File: config.mk
export PLATFORM = sky130hd
export DESIGN_NAME = register_bank
export DESIGN_NICKNAME = d
export VERILOG_FILES = /design/src/rtl/register_bank.sv
export SDC_FILE = /design/constraint.sdc
export NUM_CORES = 1
export LEC_CHECK = 0
export ABC_AREA = 1
export ABC_CLOCK_PERIOD_IN_PS = 3160
export CORE_MARGIN = 2
export CORE_UTILIZATION = 45
export CTS_BUF_LIST = sky130_fd_sc_hd__clkbuf_8
export DETAILED_ROUTE_END_ITERATION = 16
export GPL_TIMING_DRIVEN = 0
export PLACE_DENSITY = 0.67
export REMOVE_ABC_BUFFERS = 1
export SLEW_MARGIN = 15
export SYNTH_ARGS = -nofsm -noshare
export SYNTH_HDL_FRONTEND = slang
export SYNTH_SLANG_ARGS = --single-unit
File: constraint.sdc
create_clock -name clk -period 3.16 [get_ports clk]
set_clock_uncertainty 0.1 [all_clocks]
set_input_delay 0.632 -clock clk [delete_from_list [all_inputs] [get_ports clk]]
set_output_delay 0.632 -clock clk [all_outputs]
set_load 0.005 [all_outputs]
File: src/rtl/register_bank.sv
`default_nettype none
//============================================================================
// Module      : register_bank
// Description : Multi-entry register bank with one write port and two
//               registered read ports (A, B). Each read port also drives a
//               bitwise-complemented copy of its data. A per-entry dirty
//               vector records which entries were written since the last
//               reset or bulk clear.
//
// Ports       : clk        - single clock, all state updates on rising edge
//               reset      - synchronous active-high reset (highest priority)
//               clr        - synchronous bulk clear of all entries
//               we         - write enable
//               waddr      - write address
//               wdata      - write data
//               raddr_a/b  - read addresses, ports A and B
//               rdata_a/b  - registered read data
//               rdata_a_n/b_n - bitwise complement of rdata_a/b
//               dirty      - bit i set when entry i written since reset/clear
//
// Revision    : 1.0 - initial release
//============================================================================
module register_bank #(
    parameter int              WIDTH     = 8,
    parameter int              AW        = 3,
    parameter int              BYPASS    = 1,
    parameter logic [WIDTH-1:0] RESET_VAL = '0
) (
    input  logic                 clk,
    input  logic                 reset,
    input  logic                 clr,
    input  logic                 we,
    input  logic [AW-1:0]        waddr,
    input  logic [WIDTH-1:0]     wdata,
    input  logic [AW-1:0]        raddr_a,
    input  logic [AW-1:0]        raddr_b,
    output logic [WIDTH-1:0]     rdata_a,
    output logic [WIDTH-1:0]     rdata_b,
    output logic [WIDTH-1:0]     rdata_a_n,
    output logic [WIDTH-1:0]     rdata_b_n,
    output logic [(2**AW)-1:0]   dirty
);

    localparam int c_DEPTH = 2**AW;

    logic [WIDTH-1:0]   r_mem [c_DEPTH];
    logic [WIDTH-1:0]   r_rdata_a;
    logic [WIDTH-1:0]   r_rdata_b;
    logic [c_DEPTH-1:0] r_dirty;

    logic [WIDTH-1:0]   w_next_a;
    logic [WIDTH-1:0]   w_next_b;

    // Value each read register captures at the next edge. With forwarding
    // enabled, a colliding write supplies its data directly; otherwise the
    // array is read before the write lands, giving the pre-write contents.
    generate
        if (BYPASS != 0) begin : g_bypass
            always_comb begin
                w_next_a = r_mem[raddr_a];
                w_next_b = r_mem[raddr_b];
                if (we && (waddr == raddr_a)) begin
                    w_next_a = wdata;
                end
                if (we && (waddr == raddr_b)) begin
                    w_next_b = wdata;
                end
            end
        end else begin : g_no_bypass
            always_comb begin
                w_next_a = r_mem[raddr_a];
                w_next_b = r_mem[raddr_b];
            end
        end
    endgenerate

    // Reset and clear have identical effect; reset outranks clear, and both
    // outrank a write, so a write in either cycle leaves no trace.
    always_ff @(posedge clk) begin
        if (reset || clr) begin
            for (int i = 0; i < c_DEPTH; i++) begin
                r_mem[i] <= RESET_VAL;
            end
            r_rdata_a <= RESET_VAL;
            r_rdata_b <= RESET_VAL;
            r_dirty   <= '0;
        end else begin
            if (we) begin
                r_mem[waddr]   <= wdata;
                r_dirty[waddr] <= 1'b1;
            end
            r_rdata_a <= w_next_a;
            r_rdata_b <= w_next_b;
        end
    end

    // Complements derive from the registered data so they never lag it.
    assign rdata_a   = r_rdata_a;
    assign rdata_b   = r_rdata_b;
    assign rdata_a_n = ~r_rdata_a;
    assign rdata_b_n = ~r_rdata_b;
    assign dirty     = r_dirty;

endmodule
`default_nettype wire

Yosys cells after proc, flatten, opt, wreduce, memory -nomap -nowiden
Memory sizes are Yosys's and may differ from the RTL's. A register that Yosys moved wholly into a read port is not among the register bits.
Cells that the tools add are included.
- add/sub/neg operators: 0
- $mul: 0
- divide/modulo/power cells: 0
- magnitude comparators: 2
- equality and inequality tests: 0
- shift operators: 0
- muxes and demuxes: 10
- bitwise logic cells: 3
- reductions and logical operators: 3
- operators with widths (kind ; number):
    8-bit NOT ; 2
    8-bit 2-to-1 mux ; 1
    8-bit OR ; 1
    8-bit OR reduction ; 1
    1-bit 2-to-1 mux ; 7
    3-bit by 4-bit less-than comparator with 1-bit output, second input constant ; 1
    1-bit demux with 3-bit select ; 1
    3-bit by 1-bit >= comparator with 1-bit output, second input constant ; 1
    3-bit 2-to-1 mux ; 1
    1-bit logical AND ; 1
    1-bit logical OR ; 1
- register bits: 8
- latch bits: 0
- bits in writable memories: 64
- bits in read-only memories: 0
- bits of input ports: 21
- output and inout bits: 40
- logic and storage cells: 20
- memories: 1
- memories (memory ; depth ; bits a word ; read ports ; clocked after Yosys merged registers in ; write ports ; RTL line ; RTL):
    r_mem ; 8 ; 8 ; 2 ; 2 ; 8 ; 46 ; logic [WIDTH-1:0] r_mem [c_DEPTH];

Depth between registers and ports, before layout
- word-level depth: 5
- mapped depth: 9
- gate-level depth less buffers: 8

Worst setup path before layout
No wires, ideal clock.
- kind: input to register
- from: input clr
- to: memory r_mem[0][0], enable pin
- setup time: 0.329 ns
- data arrival time: 1.428 ns
- data required time: 2.731 ns
- setup slack: 1.303 ns
- cell stages on the path: 5
- path buffers: 0
- cells stage by stage: nor2_4 > nand2_4 > nor2_4 > nand2_2 > nand2_1
- RTL lines (what ; RTL line ; RTL):
    start, declared ; 31 ; input logic clr,
    end, declared ; 46 ;

==> flow_summary.json <==
{
  "instances_no_fill": 780,
  "drt_first_pass_iters": 5,
  "cts_max_level": 3,
  "netlist_instances": 593,
  "vias": 4104,
  "path_cells": "clkdlybuf4s50_1 -> nor2_4 -> nand2_4 -> nor2_4 -> nand2_2 -> nand2_1",
  "start_util_pct": 45.9,
  "arrival_ns": 2.86,
  "area_growth_pct": 17.2,
  "ys_ff_latch": 88,
  "critPathRequiredTime_ns": 3.08,
  "slowest_stage": "nor2_4",
  "synth.cell_area_um2": 4680,
  "hpwl_um": 8840,
  "drc": 0,
  "swShare_pct": 27.9,
  "worstSetupPathType": "in -> reg",
  "clkTransAtPathRegs_ns": 0.09,
  "wl_um": 13100,
  "drive_gt1_share_pct": 9.63,
  "period_needed_ns": 2.95,
  "p_int_mw": 1.78,
  "slew_viol_final": 0,
  "start_kind": "input port",
  "worst_path_largest_cell_delay_ns": 0.68,
  "fill_cells": 963,
  "final_nets": 660,
  "fp.dieH_um": 106,
  "setup_viol": 0,
  "insertion_delay_ns": 0.37,
  "synthTopCellsByArea": "edfxtp_1 41%, nand2_1 16%, dfxtp_1 10%",
  "io_pins": 61,
  "endpoint_kind": "register",
  "crit_fanout": 33,
  "rsz0062_at_grt": "false",
  "place_congestion": 0.923,
  "yosys.area.top_type": "edfxtp_1",
  "portBuffers": 60,
  "cts.path.max_buffers": 2,
  "wl_per_cell_um": 16.8,
  "core_area_um2": 10200,
  "syn_area_per_cell_um2": 7.88,
  "cts_buffers": 9,
  "setup_ws_ns": 0.212,
  "ys_types": 22,
  "die_w_um": 106,
  "dp.cells": 764,
  "grt_max_degree": 35,
  "pre_cts_ws_ns": -0.217,
  "overflow": 0,
  "cp_common_cell": "nor2_4",
  "p_sw_mw": 0.689,
  "power.density_nw_per_um2": 451,
  "clock-root-buffer": "clkbuf_8",
  "row_count": 37,
  "synth-seq-area-share_pct": 51.4,
  "antenna_cells": 0,
  "track_usage_pct": 24.8,
  "p_seq_share_pct": 53.6,
  "synth_warnings": 0,
  "power_mw": 2.47,
  "cts_tree": "built",
  "fmax_mhz": 339,
  "hold_buffers": 0,
  "hp-class": "reg -> reg",
  "tns_ns": 0,
  "grt_pass1_vias": 3728,
  "slew-limit-headroom_pct": 43.6,
  "synth_top_cell_area_share_pct": 41.1,
  "status": "finished, final reports clean",
  "hold_slack_ns": 0.353,
  "maxCapViolCount": 0,
  "worstMarginPinSlew_ns": 0.843,
  "p_comb_share_pct": 15.2,
  "dieArea_um2": 11200,
  "vias_per_cell": 5.26,
  "max-vdd-ir-drop_v": 0.000245,
  "first_iter_violations": 392,
  "antenna_left": 0,
  "timing.final.crit_share_pct": 93.3,
  "hold_violations": 0,
  "p_clk_share_pct": 31.2,
  "antenna_found_initial": 0,
  "cellLeakagePower_nw": 2.30,
  "clkSinkCount": 88,
  "post_cts_buffers": 0,
  "grt_pass1_wl_um": 20500,
  "postCtsResizedCells": 0
}
cells in the mapped netlist:
| library cell | number |
|---|---|
| a21oi_1 | 4 |
| buf_2 | 17 |
| buf_4 | 2 |
| buf_6 | 3 |
| clkbuf_1 | 3 |
| clkinv_1 | 8 |
| clkinv_2 | 1 |
| dfxtp_1 | 24 |
| edfxtp_1 | 64 |
| inv_1 | 23 |
| inv_2 | 5 |
| inv_4 | 2 |
| inv_6 | 1 |
| nand2_1 | 199 |
| nand2_2 | 11 |
| nand2_4 | 4 |
| nand3_1 | 96 |
| nor2_1 | 99 |
| nor2_2 | 16 |
| nor2_4 | 3 |
| nor2_8 | 4 |
| o21ai_0 | 4 |
power groups by stage:
stage	logic, mW	clock network (mW)	registers (mW)
2_1_floorplan	0.200	0	1.34
3_3_place_gp	0.369	0	1.35
3_5_place_dp	0.372	0	1.35
4_1_cts	0.373	0.777	1.32
5_1_grt	0.412	0.834	1.33
6_report	0.377	0.770	1.32
placed cells by master, fill, tap and decap left out, drive strengths merged:
| cell type | n |
|---|---|
| dfxtp | 24 |
| clkdlybuf4s50 | 58 |
| bufinv | 1 |
| o21ai | 4 |
| edfxtp | 64 |
| clkinvlp | 2 |
| buf | 2 |
| a21oi | 4 |
| clkbuf | 9 |
| nand3 | 96 |
| nand2 | 214 |
| inv | 33 |
| clkinv | 11 |
| nor2 | 122 |
cell type report:
cell class	instances	area (µm²)	area share [%]
tap	136	170	3.11
timing repair buffer	60	591	10.8
sequential	88	2400	43.8
inverter	40	161	2.95
clock inverter	7	65.1	1.19
multi-input combinational	440	1970	35.9
clock buffer	9	124	2.26
layer usage:
layer	GRT usage [%]	routed length (µm)	part of all wire, %
met2	36.8	5850	45
met5	0	0	0
met4	12.2	423	3.2
met1	35.8	5830	44
met3	3.31	1020	7.7
kinds of logic (layout without fill, tap and decap cells):
| family | count (synthesis) | in the layout | synth area share, % |
|---|---|---|---|
| simple gates | 432 | 432 | 41.2 |
| flops | 88 | 88 | 51.4 |
| buf+inv | 65 | 116 | 6.56 |
| compound gates | 8 | 8 | 0.856 |
worst max-delay path: cells and delay by family:
family                 cells  cell delay [ns]
buffers and inverters      1             0.44
and+or+nand+nor            5             1.78
flip-flops by register name, summed over array words and instances (netlist names):
register and flops:
rdata_b 8, rdata_a 8, r_mem 64, dirty 8
metrics by stage:
stage               utilization, %  cell area [µm²]
detailed placement            52.0             5290
CTS                           53.8             5480
finish                        53.8             5480
global route                  53.8             5480
global placement              52.1             5300
floorplan                        -             4530
path summary, 6_finish.rpt:
| check | startpoint | to | slack, ns | cells past startpoint |
|---|---|---|---|---|
| setup reg to reg | r_mem[2][5] | rdata_a[5] | 1.85 | 6 |
| setup / recovery | clr | r_mem[4][4] | 0.21 | 6 |
| hold reg to reg | dirty[0] | dirty[0] | 0.35 | 2 |
| hold / removal | dirty[0] | dirty[0] | 0.35 | 2 |
Power figures use the tool's default switching activity.
